[config.mk]
export PLATFORM = sky130hd
export DESIGN_NAME = hazard_forward_unit
export DESIGN_NICKNAME = d
export VERILOG_FILES = /design/src/rtl/hazard_forward_unit.sv
export SDC_FILE = /design/constraint.sdc
export NUM_CORES = 1
export LEC_CHECK = 0
export BUFFER_PORTS_ARGS = -buffer_cell sky130_fd_sc_hd__buf_2
export CORE_MARGIN = 1
export CORE_UTILIZATION = 40
export CTS_CLUSTER_DIAMETER = 30
export DETAILED_ROUTE_END_ITERATION = 12
export GPL_ROUTABILITY_DRIVEN = 1
export GPL_TIMING_DRIVEN = 0
export PLACE_DENSITY = 0.84
export REMOVE_ABC_BUFFERS = 1
export SKIP_LAST_GASP = 1
export SYNTH_ARGS = -nofsm -noshare
export SYNTH_HDL_FRONTEND = slang
export SYNTH_SLANG_ARGS = --single-unit
[constraint.sdc]
create_clock -name clk -period 2.2 [get_ports clk]
set_clock_uncertainty 0.15 [all_clocks]
set_input_delay 0.22 -clock clk [delete_from_list [all_inputs] [get_ports clk]]
set_output_delay 0.22 -clock clk [all_outputs]
set_load 0.02 [all_outputs]
[src/rtl/hazard_forward_unit.sv]
// hazard_forward_unit
//   Operand-forwarding and load-use hazard unit for a 5-stage RV32 pipeline.
//   Forwarding muxes select the EX operand sources combinationally (EX/MEM
//   beats MEM/WB, x0 never forwards). A load in ID/EX whose rd is read by
//   the instruction in IF/ID stalls PC and IF/ID and injects ID/EX bubbles
//   for LOAD_LAT consecutive cycles. The first cycle is driven directly from
//   the hazard; the rest are tracked by a two-state machine with a counter.
//
//   Optional build macro: HFU_PERF_EN adds a 32-bit stall-cycle counter and
//   the stall_cycles output.
//
// Ports
//   clk, rst_n                 clock, asynchronous active-low reset
//   flush                      branch/jump flush from EX, aborts any stall
//   id_rs1/id_rs2              source registers of the IF/ID instruction
//   id_use_rs1/id_use_rs2      IF/ID instruction actually reads rs1/rs2
//   ex_rs1/ex_rs2/ex_rd        ID/EX register indices
//   ex_mem_read                ID/EX holds a load
//   mem_rd, mem_reg_write      EX/MEM destination and write enable
//   wb_rd, wb_reg_write        MEM/WB destination and write enable
//   forward_a/forward_b        00 regfile, 10 EX/MEM, 01 MEM/WB
//   stall_pc, stall_if_id      hold PC / IF/ID
//   bubble_id_ex               zero ID/EX control
//   stall_cycles               stall-cycle count (HFU_PERF_EN only)
module hazard_forward_unit #(
  parameter int REG_AW   = 5,
  parameter int LOAD_LAT = 1
) (
  input  logic              clk,
  input  logic              rst_n,
  input  logic              flush,
  input  logic [REG_AW-1:0] id_rs1,
  input  logic [REG_AW-1:0] id_rs2,
  input  logic              id_use_rs1,
  input  logic              id_use_rs2,
  input  logic [REG_AW-1:0] ex_rs1,
  input  logic [REG_AW-1:0] ex_rs2,
  input  logic [REG_AW-1:0] ex_rd,
  input  logic              ex_mem_read,
  input  logic [REG_AW-1:0] mem_rd,
  input  logic              mem_reg_write,
  input  logic [REG_AW-1:0] wb_rd,
  input  logic              wb_reg_write,
  output logic [1:0]        forward_a,
  output logic [1:0]        forward_b,
  output logic              stall_pc,
  output logic              stall_if_id,
`ifdef HFU_PERF_EN
  output logic              bubble_id_ex,
  output logic [31:0]       stall_cycles
`else
  output logic              bubble_id_ex
`endif
);

  typedef enum logic {IDLE, STALL} state_t;

  // Cycles still owed after the first (combinational) stall cycle, minus one.
  localparam logic [1:0] CNT_INIT = (LOAD_LAT > 1) ? 2'(LOAD_LAT - 2) : 2'd0;

  state_t      state_q, state_d;
  logic [1:0]  cnt_q, cnt_d;
  logic        hz;
  logic        stall;

  function automatic logic [1:0] fwd_sel(input logic [REG_AW-1:0] src,
                                         input logic [REG_AW-1:0] m_rd,
                                         input logic              m_we,
                                         input logic [REG_AW-1:0] w_rd,
                                         input logic              w_we);
    if (m_we && (m_rd != '0) && (m_rd == src))
      return 2'b10;
    else if (w_we && (w_rd != '0) && (w_rd == src))
      return 2'b01;
    else
      return 2'b00;
  endfunction

  assign hz = ex_mem_read && (ex_rd != '0) &&
              ((id_use_rs1 && (id_rs1 == ex_rd)) ||
               (id_use_rs2 && (id_rs2 == ex_rd)));

  always_ff @(posedge clk or negedge rst_n) begin
    if (!rst_n) begin
      state_q <= IDLE;
      cnt_q   <= 2'd0;
    end else begin
      state_q <= state_d;
      cnt_q   <= cnt_d;
    end
  end

  // In STALL the ID/EX stage already holds a bubble, so hz is ignored there.
  always_comb begin
    state_d = state_q;
    cnt_d   = cnt_q;
    stall   = 1'b0;
    case (state_q)
      IDLE: begin
        if (flush) begin
          state_d = IDLE;
          cnt_d   = 2'd0;
        end else if (hz) begin
          stall = 1'b1;
          if (LOAD_LAT > 1) begin
            state_d = STALL;
            cnt_d   = CNT_INIT;
          end
        end
      end
      STALL: begin
        if (flush) begin
          state_d = IDLE;
          cnt_d   = 2'd0;
        end else begin
          stall = 1'b1;
          if (cnt_q == 2'd0) state_d = IDLE;
          else               cnt_d   = cnt_q - 2'd1;
        end
      end
      default: begin
        state_d = IDLE;
        cnt_d   = 2'd0;
      end
    endcase
  end

  // Outputs are gated by rst_n so they drop the moment reset asserts.
  assign stall_pc     = rst_n & stall;
  assign stall_if_id  = rst_n & stall;
  assign bubble_id_ex = rst_n & stall;
  assign forward_a    = rst_n ? fwd_sel(ex_rs1, mem_rd, mem_reg_write, wb_rd, wb_reg_write) : 2'b00;
  assign forward_b    = rst_n ? fwd_sel(ex_rs2, mem_rd, mem_reg_write, wb_rd, wb_reg_write) : 2'b00;

`ifdef HFU_PERF_EN
  logic [31:0] perf_cnt;

  always_ff @(posedge clk or negedge rst_n) begin
    if (!rst_n)        perf_cnt <= 32'd0;
    else if (stall_pc) perf_cnt <= perf_cnt + 32'd1;
  end

  assign stall_cycles = perf_cnt;
`endif

endmodule

==> impl_results.md, run 1 <==
- Worst Setup SP: mem_rd[1]
- R2r endpoint: cnt_q[1]$_DFFE_PN0P_
- Worst setup EP type: output pin
- GP Congestion: around 0.80
- P_int: 0.184 mW
- Max-slew violations: 0
- Critical path type: input port to output pin
- Reg2reg start: cnt_q[0]$_DFFE_PN0P_
- Share of layout cells above drive strength 1: 0.471
- Layout area overhead: 49.5%
- Min Hold Slack: between 0.02 and 0.025 ns
- Top cells by area, synth: xor2_1 (33%), xnor2_1 (14%), dfrtp_1 (13%)
- HP Class: input port to register
- Global Route Usage Sum: 0.211
- Post-synth top area share: 0.334
- Mapped Cells: between 60 and 70
- H-tree levels: 1
- Hold Fails Final Rpt: 0
- Fin cells: approximately 130
- Comb pwr share: 0.433
- Pleak: 0.420 nW
- DRT iter0 DRCs: 6
- Worst Path Max Fanout: 3
- DRC: 0
- Clk pwr share: 0.359
- FF-to-FF path depth: 5
- Final WL: between 1500 and 2000 um
- Clk root buf: clkbuf_4
- Yosys reg bits: 3
- Maximum VDD drop: around 0.00024 V
- First-pass GRT wire length: roughly 2300 um
- Final nets: between 150 and 200
- Die Ht: ~40 um
- Post-CTS Setup Repair Bufs: 0
- Startpoint Class: input port
- FF+latch area: about 75 um^2
- Total gr overflow: 0
- Clock Latency Late Sink: approximately 0.23 ns
- TritonRoute pass-1 iters: 4
- Clk slew on worst S/H paths: 0.03 ns
- Initial Util: 0.438
- Fillers: ~120
- Setup ws final: 0.276 ns
- Max_slew headroom: 0.715
- Setup TNS: 0 ns
- Flop pwr share: 0.207
- Worst slack, placed: 0.260 ns
- Avg WL per Cell: 11.2 um
- P_sw: around 0.084 mW
- Register area share after synthesis: 0.130
- Critical Path Sink: forward_b[0]
- Core area: ~1300 um^2
- Footprint of the multi-input gates: ~480 um^2
- Arrival @ worst endpoint: between 1.5 and 2 ns
- Fmax: about 520 MHz
- Vias: between 600 and 700
- Initial antenna violation count: 0
- Rows: 13
- Switching share of power: 0.312
- Most frequent cells in the layout: buf_2 (49), xor2_1 (22), xnor2_1 (9), nor4_1 (4), or4_1 (4)
- Setup slack, reg-to-reg: approximately 0.83 ns
- I/O Buffers: 49
- CP Data Required Time: between 1.5 and 2 ns
- Num ports: 50
- Number of global-route vias before repair: 621
- Slew @ Worst Pin: around 0.42 ns
- Total inserted antenna cells: 0
- Yosys cell types: 21
- Clock buffer depth: 2
- Setup Viol. Count Final: 0
- Antenna Nets Post-Route: 0
- Fin crit period: between 1.5 and 2 ns
- Total CTS buffers: 3
- Pwr/cell area: roughly 310 nW/um^2
- Die W: 40.0 um
- # resized after CTS: 0
- Cell area after synthesis: just under 600 um^2
- Largest net degree at the start of global routing: 7
- Commonest non-fill, non-tap cell in the layout: buf_2
- Clk sinks: 3
- RSZ-0062 raised after global routing: no
- Max-Cap Viols: 0
- Inst Count DP: 129
- Syn avg cell area: around 8.6 um^2
- TritonCTS clock tree: built
- Top cell type by total area after synthesis: xor2_1
- Hold buffer count at CTS: 1
- Full die area: 1600 um^2
- Yosys warning total: 0
- Drt via density: 4.90
- Outcome: finished clean
- Tcrit/Tclk final: 0.875
-- critical path, stage by stage --
cell and delay, ns:
buf_2 0.12, or4_4 0.53, o21ai_2 0.14, nor4_1 0.09, nor4_2 0.25, buf_2 0.20
-- layout make-up --
cell class              count  area share
multi-input cells          59       0.552
inverters                   3      0.0131
flip-flops and latches      3      0.0871
well taps                  15      0.0218
repair buffers             50       0.296
clock buffers               4      0.0305
-- synth_stat cells (all sizes together) --
master   number
inv           3
buf           2
nor4          6
o2111ai       1
o21ai         2
xor2         22
nor2b         1
xnor2         9
or4           5
dfrtp         3
a32oi         1
nor2          2
and2          4
o211ai        1
a211oi        1
nand3         3
ha            1
-- worst min-delay path by stage --
stage / slack, ns / depth (start not counted) / start / endpoint
6_report: 0.02 / 2 / flush / cnt_q[0]$_DFFE_PN0P_
2_1_floorplan: -0.23 / 0 / rst_n / cnt_q[0]$_DFFE_PN0P_
5_1_grt: 0.03 / 2 / flush / cnt_q[0]$_DFFE_PN0P_
3_5_place_dp: -0.1 / 1 / rst_n / cnt_q[0]$_DFFE_PN0P_
3_3_place_gp: -0.1 / 1 / rst_n / cnt_q[0]$_DFFE_PN0P_
4_1_cts: 0.01 / 2 / flush / cnt_q[1]$_DFFE_PN0P_
-- power by group through the flow --
stage               Sequential (mW)  Combinational, mW  Clock [mW]
finish                       0.0555              0.116      0.0961
global route                 0.0555              0.128       0.103
CTS                          0.0555              0.117      0.0996
detailed placement           0.0562              0.115           0
global placement             0.0562              0.112           0
floorplan                    0.0562             0.0501           0
-- layer usage --
layer | GRT usage | up-vias | part of all wire
met3 | 0.0500 | 0 | 0.041
met4 | 0.0517 | 0 | 0
met2 | 0.383 | 16 | 0.53
li1 | - | 339 | -
met5 | 0 | - | 0
met1 | 0.243 | 301 | 0.43
-- kinds of logic (layout without fill, tap and decap cells) --
kind of cell,Yosys count,in the layout,share of synthesized area
xor gates and xnor gates,31,31,0.471
adders and majority gates,1,1,0.0217
buffers and inverters,5,57,0.0455
AOI/OAI and AO/OA,6,6,0.0803
DFF,3,3,0.130
and+or+nand+nor,21,21,0.252
-- per-stage QoR --
step | area (um^2) | util | power, mW
detailed placement | 826 | 0.627 | 0.171
CTS | 862 | 0.654 | 0.272
global route | 862 | 0.654 | 0.286
global placement | 826 | 0.627 | 0.168
finish | 862 | 0.654 | 0.268
floorplan | 562 | - | 0.106
-- registers in the layout (all words and copies together) (netlist names) --
name and cells:
cnt_q 2, state_q 1
Power figures use the tool's default switching activity.
==> run 2, diff against run 1 <==
CORE_UTILIZATION = 33   (was 40)
PLACE_DENSITY = 0.74   (was 0.84)
clock period = 1.65 ns   (was 2.2 ns; I/O delays follow)
==> run 2 against run 1 <==
Sequential power up 33%; sequential cell count unchanged; worst hold slack improved by 0.088 ns; critical path depth shrank 1; the flow now finishes with violations (DRC, setup timing); critical path type unchanged; final area grew 28%; core utilization rose by 4.3 points; clock-buffer cell count is the same; sequential share of layout area fell by 1.9 points; critical endpoint is now forward_a[0].
==> impl_results.md, run 2 (same netlist as run 1, synthesis figures left out) <==
- Area after DPL: 827 um^2
- Worst Path Max Fanout: 3
- Clk sinks: 3
- Total gr overflow: 0
- Rows: 14
- Layout area overhead: 90.7%
- Total inserted antenna cells: 0
- H-tree levels: 1
- Clk slew on worst S/H paths: 0.04 ns
- Inst Count DP: 130
- Final nets: between 150 and 200
- Drt via density: 5.15
- Post-detail-place hpwl: between 1000 and 1500 um
- Number of global-route vias before repair: ~720
- Biggest register: cnt_q
- CP Data Required Time: between 1 and 1.5 ns
- Maximum VDD drop: about 0.00044 V
- Antenna Nets Post-Route: 0
- Final WL: around 1900 um
- Fin cells: between 100 and 150
- Worst slack, placed: -0.214 ns
- Design area: about 1100 um^2
- DRT iter0 DRCs: 10
- Vias: just over 700
- Fin crit period: around 1.7 ns
- Pwr/cell area: between 300 and 400 nW/um^2
- First-pass GRT wire length: roughly 2800 um
- HP Class: input port to register
- Worst setup EP type: output pin
- Commonest non-fill, non-tap cell in the layout: buf_2
- Max_slew headroom: 0.793
- Setup Viol. Count Final: 4
- Tot Pwr: a little over 0.4 mW
- Initial antenna violation count: 0
- Clock buffer depth: 2
- Share of layout cells above drive strength 1: 0.545
- Regs by FF count: cnt_q (2), state_q (1)
- Global Route Usage Sum: 0.194
- Max FFs per register: 2
- Max-slew violations: 0
- Num ports: 50
- Full die area: roughly 1900 um^2
- TritonCTS clock tree: built
- Clock Latency Late Sink: 0.23 ns
- Die W: around 44 um
- I/O Buffers: 49
- Die Ht: 43.8 um
- Arrival @ worst endpoint: 1.43 ns
- Setup slack, reg-to-reg: around 0.30 ns
- RSZ-0062 raised after global routing: yes
- Util after Layout: 0.698
- Total CTS buffers: 3
- DRC: 5
- Startpoint Class: input port
- Hold Fails Final Rpt: 0
- Largest net degree at the start of global routing: 7
- Slew @ Worst Pin: about 0.31 ns
- Setup ws final: -0.0923 ns
- Critical path type: input port to output pin
- Clk root buf: clkbuf_4
- TritonRoute pass-1 iters: 8
- Avg WL per Cell: 14.1 um
- Max-Cap Viols: 0
- Most frequent cells in the layout: buf_2 (27), xor2_1 (22), buf_6 (15), xnor2_1 (9), buf_4 (5)
- Outcome: finished, violations left
- Tcrit/Tclk final: 1.06
- Initial Util: 0.366
- Failing checks: DRC, setup timing
- GP Congestion: between 0.7 and 0.8
- Fillers: approximately 120
- Pleak: roughly 0.48 nW
- Fmax: ~570 MHz
- Core area: between 1500 and 2000 um^2
==> run 2: cell types whose count changed in the layout (fill, tap and decap cells not counted), moves of 3 or more <==
cell    previous run  this run
nor4_1             4         1
buf_2             49        27
or4_1              4         1
buf_6              0        15
buf_4              0         5
nor4_4             0         4
buf_8              0         3
or4_4              1         4
==> run 2: critical path, cell delays in order <==
cell and delay (ns):
buf_6 0.10, xor2_1 0.16, or4_4 0.56, nor4_4 0.27
buf_4 0.18
==> run 2: final cells by class <==
cell class,instances,area [um^2],area share
repair buffers,52,407,0.370
clock buffers,4,26.3,0.0239
multi-input cells,59,561,0.510
flip-flops and latches,3,75.1,0.0683
well taps,16,20.0,0.0182
inverters,3,11.3,0.0102
==> run 2: what timing repair did <==
item                                    CTS  global route
endpoints found under the hold margin     5             0
resized for setup                        31            22
endpoints found under the setup margin    7             7
setup buffers                             1             0
pin swaps                                14            13
hold buffers                              2             0
==> run 2: per-stage QoR <==
| stage | setup TNS [ns] | hold WS (ns) |
|---|---|---|
| after floorplan | -2.12 | -0.281 |
| after global placement | -0.368 | -0.158 |
| after detailed placement | -0.641 | -0.153 |
| after CTS | -0.283 | 0.0970 |
| after global routing | -0.473 | 0.117 |
| final | -0.258 | 0.109 |
==> run 2: power breakdown <==
part / total, mW / internal [mW] / switching (mW) / leakage (nW)
sequential: 0.0740 / 0.0740 / 0.0000000000000000703 / 0.0419
clock: 0.126 / 0.0904 / 0.0351 / 0.0150
combinational: 0.216 / 0.115 / 0.100 / 0.423
==> run 2: worst paths after layout <==
check	start	endpoint	cells after the start
worst max-delay path	wb_rd[2]	forward_a[0]	5
worst min-delay path	flush	state_q$_DFF_PN0_	3
worst max register to register	cnt_q[0]$_DFFE_PN0P_	cnt_q[1]$_DFFE_PN0P_	5
worst min register to register	cnt_q[0]$_DFFE_PN0P_	cnt_q[0]$_DFFE_PN0P_	2
max in group asynchronous	rst_n	cnt_q[0]$_DFFE_PN0P_	2
min in group asynchronous	rst_n	state_q$_DFF_PN0_	2
==> run 2: per-layer routing <==
layer,track usage,wire [um]
met1,0.208,712
met2,0.373,1050
met3,0.0667,143
met4,0.0188,23
met5,0,0
==> run 3, diff against run 2 <==
CORE_UTILIZATION = 42   (was 33)
CTS_BUF_LIST = sky130_fd_sc_hd__clkbuf_8   (was not set)
PLACE_DENSITY = 0.88   (was 0.74)
clock period = 2.2 ns   (was 1.65 ns; I/O delays follow)
==> run 3 against run 2 <==
Critical path depth is 1 higher; first-iteration DRC count grew 40%; non-clock buffer count is 2 lower; combinational power down 45%; routed wire length is 15% lower; power shrank 21%; the run now ends clean; global-route usage grew 4.8 points; die area fell by 20%; core utilization grew 4.4 points; worst hold slack lost 0.070 ns; via count shrank 7.2%; clock-buffer cell count fell by 1.
==> impl_results.md, run 3 (same netlist as run 1, synthesis figures left out) <==
- Outcome: finished clean
- Max-Cap Viols: 0
- I/O Buffers: 49
- CP Data Required Time: roughly 1.8 ns
- Maximum VDD drop: approximately 0.00046 V
- Num ports: 50
- Number of global-route vias before repair: between 600 and 700
- Antenna Nets Post-Route: 0
- First-pass GRT wire length: around 2500 um
- Util after Layout: 0.742
- Worst slack, placed: between 0.2 and 0.25 ns
- Clk sinks: 3
- Total inserted antenna cells: 0
- Global Route Usage Sum: 0.243
- Met2 global-route usage: 0.417
- Drt via density: around 5
- Clk slew on worst S/H paths: approximately 0.030 ns
- Max FFs per register: 2
- Critical path type: input port to output pin
- Count of cells along the worst hold path: 2
- Regs by FF count: cnt_q (2), state_q (1)
- Pwr/cell area: approximately 370 nW/um^2
- Share of layout cells above drive strength 1: 0.471
- Die W: between 30 and 40 um
- Setup Viol. Count Final: 0
- Max_slew headroom: 0.711
- Total CTS buffers: 3
- Initial antenna violation count: 0
- Largest net degree at the start of global routing: 7
- Pleak: 0.432 nW
- Clock buffer depth: 2
- Vias: 655
- Total gr overflow: 0
- TritonRoute pass-1 iters: 4
- Full die area: around 1500 um^2
- Clk root buf: clkbuf_8
- Setup ws final: approximately 0.26 ns
- Inst Count DP: ~130
- R2r endpoint: cnt_q[1]$_DFFE_PN0P_
- Final WL: between 1500 and 2000 um
- Avg WL per Cell: about 12 um
- Endpoint, Worst Hold: cnt_q[0]$_DFFE_PN0P_
- Initial Util: 0.486
- DRC: 0
- Clock Latency Late Sink: between 0.2 and 0.25 ns
- Top Usage Layer GRT: met2
- GP Congestion: 0.842
- DRT iter0 DRCs: 14
- Tcrit/Tclk final: 0.884
- Setup TNS: 0 ns
- Slew @ Worst Pin: 0.430 ns
- Fillers: 94
- Core area: approximately 1200 um^2
- Commonest non-fill, non-tap cell in the layout: buf_2
- RSZ-0062 raised after global routing: no
- Fin crit period: just under 2 ns
- Die Ht: 39.1 um
- Max-slew violations: 0
- Layout area overhead: 52.5%
- Reg2reg start: cnt_q[0]$_DFFE_PN0P_
- Global-route met1 utilization: 0.281
- Worst path cell trace: buf_2 -> or4_4 -> o21ai_2 -> nor4_1 -> nor4_2 -> buf_2
- Fmax: between 500 and 600 MHz
- Biggest register: cnt_q
- H-tree levels: 1
- Hold Fails Final Rpt: 0
- Fin cells: around 130
- Post-detail-place hpwl: roughly 1400 um
- Post-CTS Setup Repair Bufs: 0
- Startpoint Class: input port
- Buffer and inverter count on the worst path: 2
- Rows: 12
- Final nets: between 150 and 200
- Worst Path Max Fanout: 3
- Most frequent cells in the layout: buf_2 (49), xor2_1 (22), xnor2_1 (9)
- Hold Path Origin: flush
- CP peak stage delay: between 0.5 and 0.6 ns
- Cell mode on critical path: buf_2
- Slowest cell on the critical path: or4_4
- HP Class: input port to register
- TritonCTS clock tree: built
- Global-route track usage on met3: 0.0578
- Setup slack, reg-to-reg: between 0.8 and 0.9 ns
- Worst path top cell family by delay: simple AND/OR/NAND/NOR gates
- Crit path depth: 6
- FF-to-FF path depth: 5
- Worst setup EP type: output pin
- Arrival @ worst endpoint: approximately 1.6 ns
==> run 3: cell type report <==
class                   instances  area, um^2  area share
flip-flops and latches          3        75.1      0.0853
clock inverters                 1        3.75     0.00427
repair buffers                 50         255       0.290
well taps                      14        17.5      0.0199
inverters                       3        11.3      0.0128
multi-input cells              59         475       0.541
clock buffers                   3        41.3      0.0469
==> run 3: how the worst max path moves through the flow <==
stage / end / slack [ns] / startpoint
2_1_floorplan: bubble_id_ex / -0.22 / ex_rd[4]
3_3_place_gp: forward_b[0] / 0.28 / mem_rd[1]
3_5_place_dp: forward_b[0] / 0.25 / mem_rd[1]
4_1_cts: forward_b[0] / 0.25 / mem_rd[1]
5_1_grt: forward_b[0] / 0.16 / mem_rd[1]
6_report: forward_b[0] / 0.26 / mem_rd[1]
==> run 3: per-layer routing <==
metal  share of wire  up-vias  wire (um)
met2            0.51       17        838
li1                -      338          -
met5               0        -          0
met4           0.024        0         39
met3           0.032        4         52
met1            0.43      296        714
==> run 3: report_power, final <==
| part | leakage, nW | internal, mW | switching (mW) |
|---|---|---|---|
| Combinational | 0.364 | 0.0607 | 0.0570 |
| Clock | 0.0269 | 0.119 | 0.0354 |
| Sequential | 0.0419 | 0.0556 | 0.0000000000000000485 |
==> run 3: through the flow <==
| stage | hold WS (ns) | instance area [um^2] | power, mW |
|---|---|---|---|
| after global placement | -0.102 | 825 | 0.168 |
| after global routing | 0.0503 | 880 | 0.347 |
| after detailed placement | -0.101 | 825 | 0.171 |
| final | 0.0389 | 880 | 0.327 |
| after floorplan | -0.226 | 562 | 0.106 |
| after CTS | 0.0370 | 880 | 0.331 |
==> run 3: timing repair <==
item / CTS / global route
hold buffers: 1 / 0
resized for setup: 0 / 0
hold endpoints to repair: 3 / 0
